**config.mk**
```make
export PLATFORM = sky130hd
export DESIGN_NAME = bmem_line_arbiter
export DESIGN_NICKNAME = d
export VERILOG_FILES = /design/src/rtl/bmem_line_arbiter.sv
export SDC_FILE = /design/constraint.sdc
export NUM_CORES = 1
export LEC_CHECK = 0
export ABC_AREA = 1
export ABC_CLOCK_PERIOD_IN_PS = 2910
export CAP_MARGIN = 20
export CORE_AREA = 4 4 404 406
export DETAILED_ROUTE_END_ITERATION = 8
export DIE_AREA = 0 0 408 410
export PLACE_DENSITY = 0.43
export SETUP_SLACK_MARGIN = 0.2
export SYNTH_ARGS = -nofsm -noshare
export SYNTH_HDL_FRONTEND = slang
export SYNTH_SLANG_ARGS = --single-unit
```
**constraint.sdc**
```tcl
create_clock -name clk -period 2.91 [get_ports clk]
set_input_delay 0.4365 -clock clk [delete_from_list [all_inputs] [get_ports clk]]
set_output_delay 0.4365 -clock clk [all_outputs]
set_load 0.02 [all_outputs]
```
**src/rtl/bmem_line_arbiter.sv**
```systemverilog
// bmem_line_arbiter: shares one 64-bit burst memory port between the I-cache and
// D-cache. Whole-line requests are granted round-robin, one transaction at a time;
// read beats are gathered into a line buffer and dirty lines are sent as four beats.
module bmem_line_arbiter #(
    parameter int unsigned ADDR_W = 32,
    parameter int unsigned LINE_W = 256,
    parameter int unsigned BEAT_W = 64
) (
    input  logic              clk,
    input  logic              rst,

    input  logic [ADDR_W-1:0] i_dfp_addr,
    input  logic              i_dfp_read,
    output logic [LINE_W-1:0] i_dfp_rdata,
    output logic              i_dfp_resp,

    input  logic [ADDR_W-1:0] d_dfp_addr,
    input  logic              d_dfp_read,
    input  logic              d_dfp_write,
    input  logic [LINE_W-1:0] d_dfp_wdata,
    output logic [LINE_W-1:0] d_dfp_rdata,
    output logic              d_dfp_resp,

    output logic [ADDR_W-1:0] bmem_addr,
    output logic              bmem_read,
    output logic              bmem_write,
    output logic [BEAT_W-1:0] bmem_wdata,
    input  logic              bmem_ready,
    input  logic [ADDR_W-1:0] bmem_raddr,
    input  logic [BEAT_W-1:0] bmem_rdata,
    input  logic              bmem_rvalid
);

    localparam int unsigned NBEAT   = LINE_W / BEAT_W;
    localparam int unsigned BEAT_CW = $clog2(NBEAT);
    // Clears the byte-within-line offset bits.
    localparam logic [ADDR_W-1:0]  LINE_MASK = ~ADDR_W'(LINE_W / 8 - 1);
    localparam logic [BEAT_CW-1:0] LAST_BEAT = BEAT_CW'(NBEAT - 1);

    typedef enum logic [2:0] {
        StIdle,
        StRdReq,
        StRdWait,
        StWrBurst,
        StResp
    } state_e;

    state_e              state_q;
    logic [BEAT_CW-1:0]  beat_q;
    logic                last_d_q;   // side granted by the previous transaction, 1 = D
    logic                grant_d_q;  // side owning the current transaction, 1 = D
    logic [ADDR_W-1:0]   addr_q;
    logic [LINE_W-1:0]   line_buf_q;

    logic                i_req;
    logic                d_req;
    logic                pick_d;
    logic                beat_match;
    logic [ADDR_W-1:0]   req_addr;

    assign i_req      = i_dfp_read;
    assign d_req      = d_dfp_write | d_dfp_read;
    // On a tie the side that was not granted last time wins.
    assign pick_d     = d_req & (~i_req | ~last_d_q);
    assign req_addr   = (pick_d ? d_dfp_addr : i_dfp_addr) & LINE_MASK;
    // Beats tagged with another line's address are not ours and are dropped.
    assign beat_match = bmem_rvalid && (bmem_raddr == addr_q);

    // Transaction FSM: arbitration, command issue, beat gather/scatter and response.
    always_ff @(posedge clk or negedge rst) begin
        if (!rst) begin
            state_q    <= StIdle;
            beat_q     <= '0;
            last_d_q   <= 1'b1;
            grant_d_q  <= 1'b0;
            addr_q     <= '0;
            line_buf_q <= '0;
        end else begin
            unique case (state_q)
                StIdle: begin
                    if (i_req || d_req) begin
                        grant_d_q <= pick_d;
                        addr_q    <= req_addr;
                        beat_q    <= '0;
                        if (pick_d && d_dfp_write) begin
                            line_buf_q <= d_dfp_wdata;
                            state_q    <= StWrBurst;
                        end else begin
                            state_q    <= StRdReq;
                        end
                    end
                end
                StRdReq: begin
                    if (bmem_ready) begin
                        state_q <= StRdWait;
                    end
                end
                StRdWait: begin
                    if (beat_match) begin
                        line_buf_q[BEAT_W*beat_q +: BEAT_W] <= bmem_rdata;
                        beat_q <= beat_q + BEAT_CW'(1);
                        if (beat_q == LAST_BEAT) begin
                            state_q <= StResp;
                        end
                    end
                end
                StWrBurst: begin
                    if (bmem_ready) begin
                        beat_q <= beat_q + BEAT_CW'(1);
                        if (beat_q == LAST_BEAT) begin
                            state_q <= StResp;
                        end
                    end
                end
                StResp: begin
                    last_d_q <= grant_d_q;
                    state_q  <= StIdle;
                end
                default: begin
                    state_q <= StIdle;
                end
            endcase
        end
    end

    // Outputs decoded from state and the line buffer only.
    always_comb begin
        bmem_addr   = addr_q;
        bmem_read   = (state_q == StRdReq);
        bmem_write  = (state_q == StWrBurst);
        bmem_wdata  = line_buf_q[BEAT_W*beat_q +: BEAT_W];
        i_dfp_resp  = (state_q == StResp) && !grant_d_q;
        d_dfp_resp  = (state_q == StResp) && grant_d_q;
        i_dfp_rdata = line_buf_q;
        d_dfp_rdata = line_buf_q;
    end

endmodule

```
==> summary.md <==
The run finished with clean final reports. The largest net degree at the start of global routing was 112. The run gives 0 as the count of final max-slew check failures. The first global-routing pass estimated 213700 um of wire.

For the standby leakage power, the log shows 0.01472 uW. For the worst-skew pair, the clock arrives at the later sink with an insertion delay of 0.61 ns. At the end of the flow, the number of nets in the layout was 4023. In this run the worst path has a maximum fanout of 30. The clock slew seen by the registers of the worst setup and hold paths is 0.06 ns, and the count of pins on the block boundary is 1035. For this design the ratio of total power to cell area is 1386 mW/mm^2. For this run, the number of Yosys warnings is 0. The run gives 118600 um as the detailed placer's ending HPWL. Yosys mapped the design onto 32 distinct sky130hd cell types. After detailed placement, the design holds a cell count of 5610. The routed design has 162300 um of wire.

For the total iterations of the first detailed-routing run, the log shows 5. Number of routed nets with antenna violations: 0. Startpoint-to-endpoint class of the critical path: reg2out.

The initial antenna violation count is 44. After the first detailed-routing iteration, the DRC count stood at 1946. The tools report the total via count after detailed routing as 23.94k. The kind of end point of the critical path was a primary output. Of the total power, combinational logic draws 66.9%.

Fraction of layout instances using a drive strength above 1: 9.259%. The run gives 0.5372 mV as the worst vdd rail ir drop. The clock root buffer was clkbuf_16.

Setup violations remaining at the end of the flow were counted as 0. The number of remaining DRC errors is 0, and the portion of the clock cycle consumed by the worst path in the final layout is 91.61%. For the worst setup path, the data arrival time is 2.23 ns. The depth of the CTS H-tree was 2.

The most common cell in the synthesized netlist is nand2_1. In the final layout, the multi-input gates occupy 0.009442 mm^2. For the number of standard cells in the final layout excluding fillers, the log shows 5728. Counting instances in the post-synthesis netlist gives the leading cell types as 1054 x nand2_1, 289 x dfrtp_1, 272 x buf_4, 259 x nand4_1, 252 x o21ai_0.

The sequential share of power came out at 20.6%. The critical path data required time is 2.47 ns. The flip-flop and latch count after synthesis is 290. Before CTS, the worst setup slack after placement is -0.06734 ns.

Ranked by total cell area, the synthesized netlist is headed by dfrtp_1 36%, nand2_1 20%, buf_4 10%, nand4_1 8.1%, o21ai_0 6.3%. The core region is 0.1598 mm^2. The final weighted congestion of routability-driven global placement came out at 0.8774. The tools report the final count of hold timing violations as 0. For the sequential area share after synthesis, the log shows 36.42%. The initial utilization of the core area, before any placement, comes to 12.47%.

For the maximum clock frequency, the log shows 0.3751 GHz. Clock net sink count: 290. The layout has 17.94k filler cells. Path category of the worst min-delay check: in2async. TritonCTS built the clock tree. Power comes to 46180 uW. Setup repair after global routing could not meet its margin everywhere.

The overall track demand over capacity in global routing is 18.31%. The via count of the first global-routing pass is 23.49k. In this run switching power makes up 53.91% of total power. In this run the core area contains 147 standard-cell rows. Using the TritonRoute via totals, the vias-per-cell ratio works out to 4.180.

The setup slack of the critical path after layout is 0.2442 ns, and the count of buffers inserted at the top-level ports is 1019. The routed length per instance came out at 28.33 um. For this run, the leading register cell type out of synthesis is dfrtp_1. For the pin with the worst max-slew slack, the measured transition is 0.8069 ns. STA classifies the critical path startpoint as a register. The height of the chip works out to 410 um.

The die area is 0.1673 mm^2, and the utilization after layout is 20.84%. The worst slew margin relative to its limit is 46.21%, and the mean area per synthesized cell is 6.901 um^2. The proportion of register bits with asynchronous set or reset after synthesis works out to 100.0%. The cell count after synthesis came out at 2888.

Cell taking the most area after synthesis: dfrtp_1. The clock passes through at most 3 buffers. The width of the die is 408 um, and the share of power burned in the clock network is 12.5%. Number of max-cap violations: 0. Cell internal power was estimated by the tool at 21280 uW.

The run gives 43 as the number of buffers inserted during clock tree synthesis. The sequential cells in the finished layout cover a total of 0.007268 mm^2. The tools report the total overflow reported by the global router as 0. Post-route clock skew: 0.02005 ns.

The number of synthesized flops with an enable pin is 0, and the post-synthesis instance area is 0.01993 mm^2. The net switching component of the power was 24890 uW. The signed area change from the synthesized netlist to the final layout was 67.13%; the final critical delay including setup and external delays was 2.666 ns.

The synthesized design devotes to its leading area cell type 36.29% of total area.
## cell families after synthesis
group                    after synthesis  synth area share, %
AND/OR/NAND/NOR                     1643                35.54
buffers and inverters                562                17.37
AO/OA/AOI/OAI                        381                10.10
flip-flops                           290                36.42
XOR/XNOR                               7               0.3076
adder cells (fa/ha/maj)                4               0.2511
other                                  1              0.01882
## sequential cells by signal, summed over array words and instances, names as in the netlist
| register | flops |
|---|---|
| grant_d_q | 1 |
| state_q | 3 |
| bmem_addr | 27 |
| d_dfp_rdata | 256 |
| last_d_q | 1 |
| beat_q | 2 |
## what timing repair did
action,in CTS,in global routing
hold endpoints to repair,35,0
setup buffers,13,2
hold buffers,1,0
gates resized for setup,170,80
endpoints found under the setup margin,64,52
pin swaps,2,10
gates cloned,8,4
## layout by cell type, fill, tap and decap left out, types with 4 or more instances in the layout
master / count
nand2_1: 1053
o21ai_1: 50
nand4_1: 259
clkbuf_2: 18
buf_4: 66
buf_16: 12
clkdlybuf4s50_1: 950
nand3_4: 6
inv_1: 50
o21ai_0: 243
clkinv_2: 9
bufbuf_16: 4
nand3_1: 134
bufinv_16: 5
nor2_2: 7
clkdlybuf4s15_2: 4
diode_2: 13
conb_1: 5
dfrtp_1: 285
clkbuf_16: 49
inv_2: 12
xnor2_1: 4
buf_2: 25
buf_12: 60
clkbuf_1: 4
buf_6: 4
nor2_1: 172
o22ai_1: 71
o22ai_2: 12
clkbuf_8: 10
## path summary, 6_finish.rpt
check | start | end | slack, ns | cells after the start
worst max-delay path | beat_q[0] | bmem_wdata[49] | 0.24 | 6
worst min-delay path | rst | d_dfp_rdata[234] | 0.35 | 2
worst max register to register | beat_q[0] | d_dfp_rdata[131] | 0.36 | 11
worst min register to register | last_d_q | last_d_q | 0.49 | 2
max in group asynchronous | rst | bmem_addr[9] | 1.59 | 4
min in group clk | d_dfp_addr[6] | bmem_addr[6] | 0.45 | 3
## per-layer routing
layer | vias up | share of wire, % | GRT usage (%)
met5 | - | 0.11 | 0
met4 | 26 | 2.7 | 4.837
met3 | 187 | 8.3 | 5.028
met2 | 1232 | 47 | 30.67
met1 | 11700 | 42 | 23.14
li1 | 10800 | - | -
## worst max-delay path: stages (launching register included)
cell     delay, ns
dfrtp_4       0.56
buf_4         0.18
buf_16        0.16
o21ai_1       0.24
buf_4         0.18
o22ai_2       0.09
buf_12        0.14
## area by class of cell
type,count,share of cell area [%]
sequential,290,21.82
clock inverter,19,0.7100
tap,2086,7.836
timing repair buffer,1155,36.52
multi-input combinational,2040,28.35
clock buffer,59,3.839
antenna,13,0.09767
inverter,66,0.8264
## metrics by stage
stage                     hold slack (ns)  setup TNS (ns)  cell area [um^2]
after floorplan                    0.1409               0             19940
after global placement             0.4016          -3.414             31260
after detailed placement           0.3989         -0.8735             31260
after CTS                          0.3168               0             33260
after global routing               0.3564               0             33290
final                              0.3540               0             33310
## power groups by stage
stage                     combinational, uW  clock, uW  sequential (uW)
after floorplan                       14200          0             9780
after global placement                30600          0             9530
after detailed placement              30700          0             9560
after CTS                             31200       6010             9540
after global routing                  32800       6140             9730
final                                 30900       5790             9510
No activity file was read; power rests on OpenSTA's default activity.
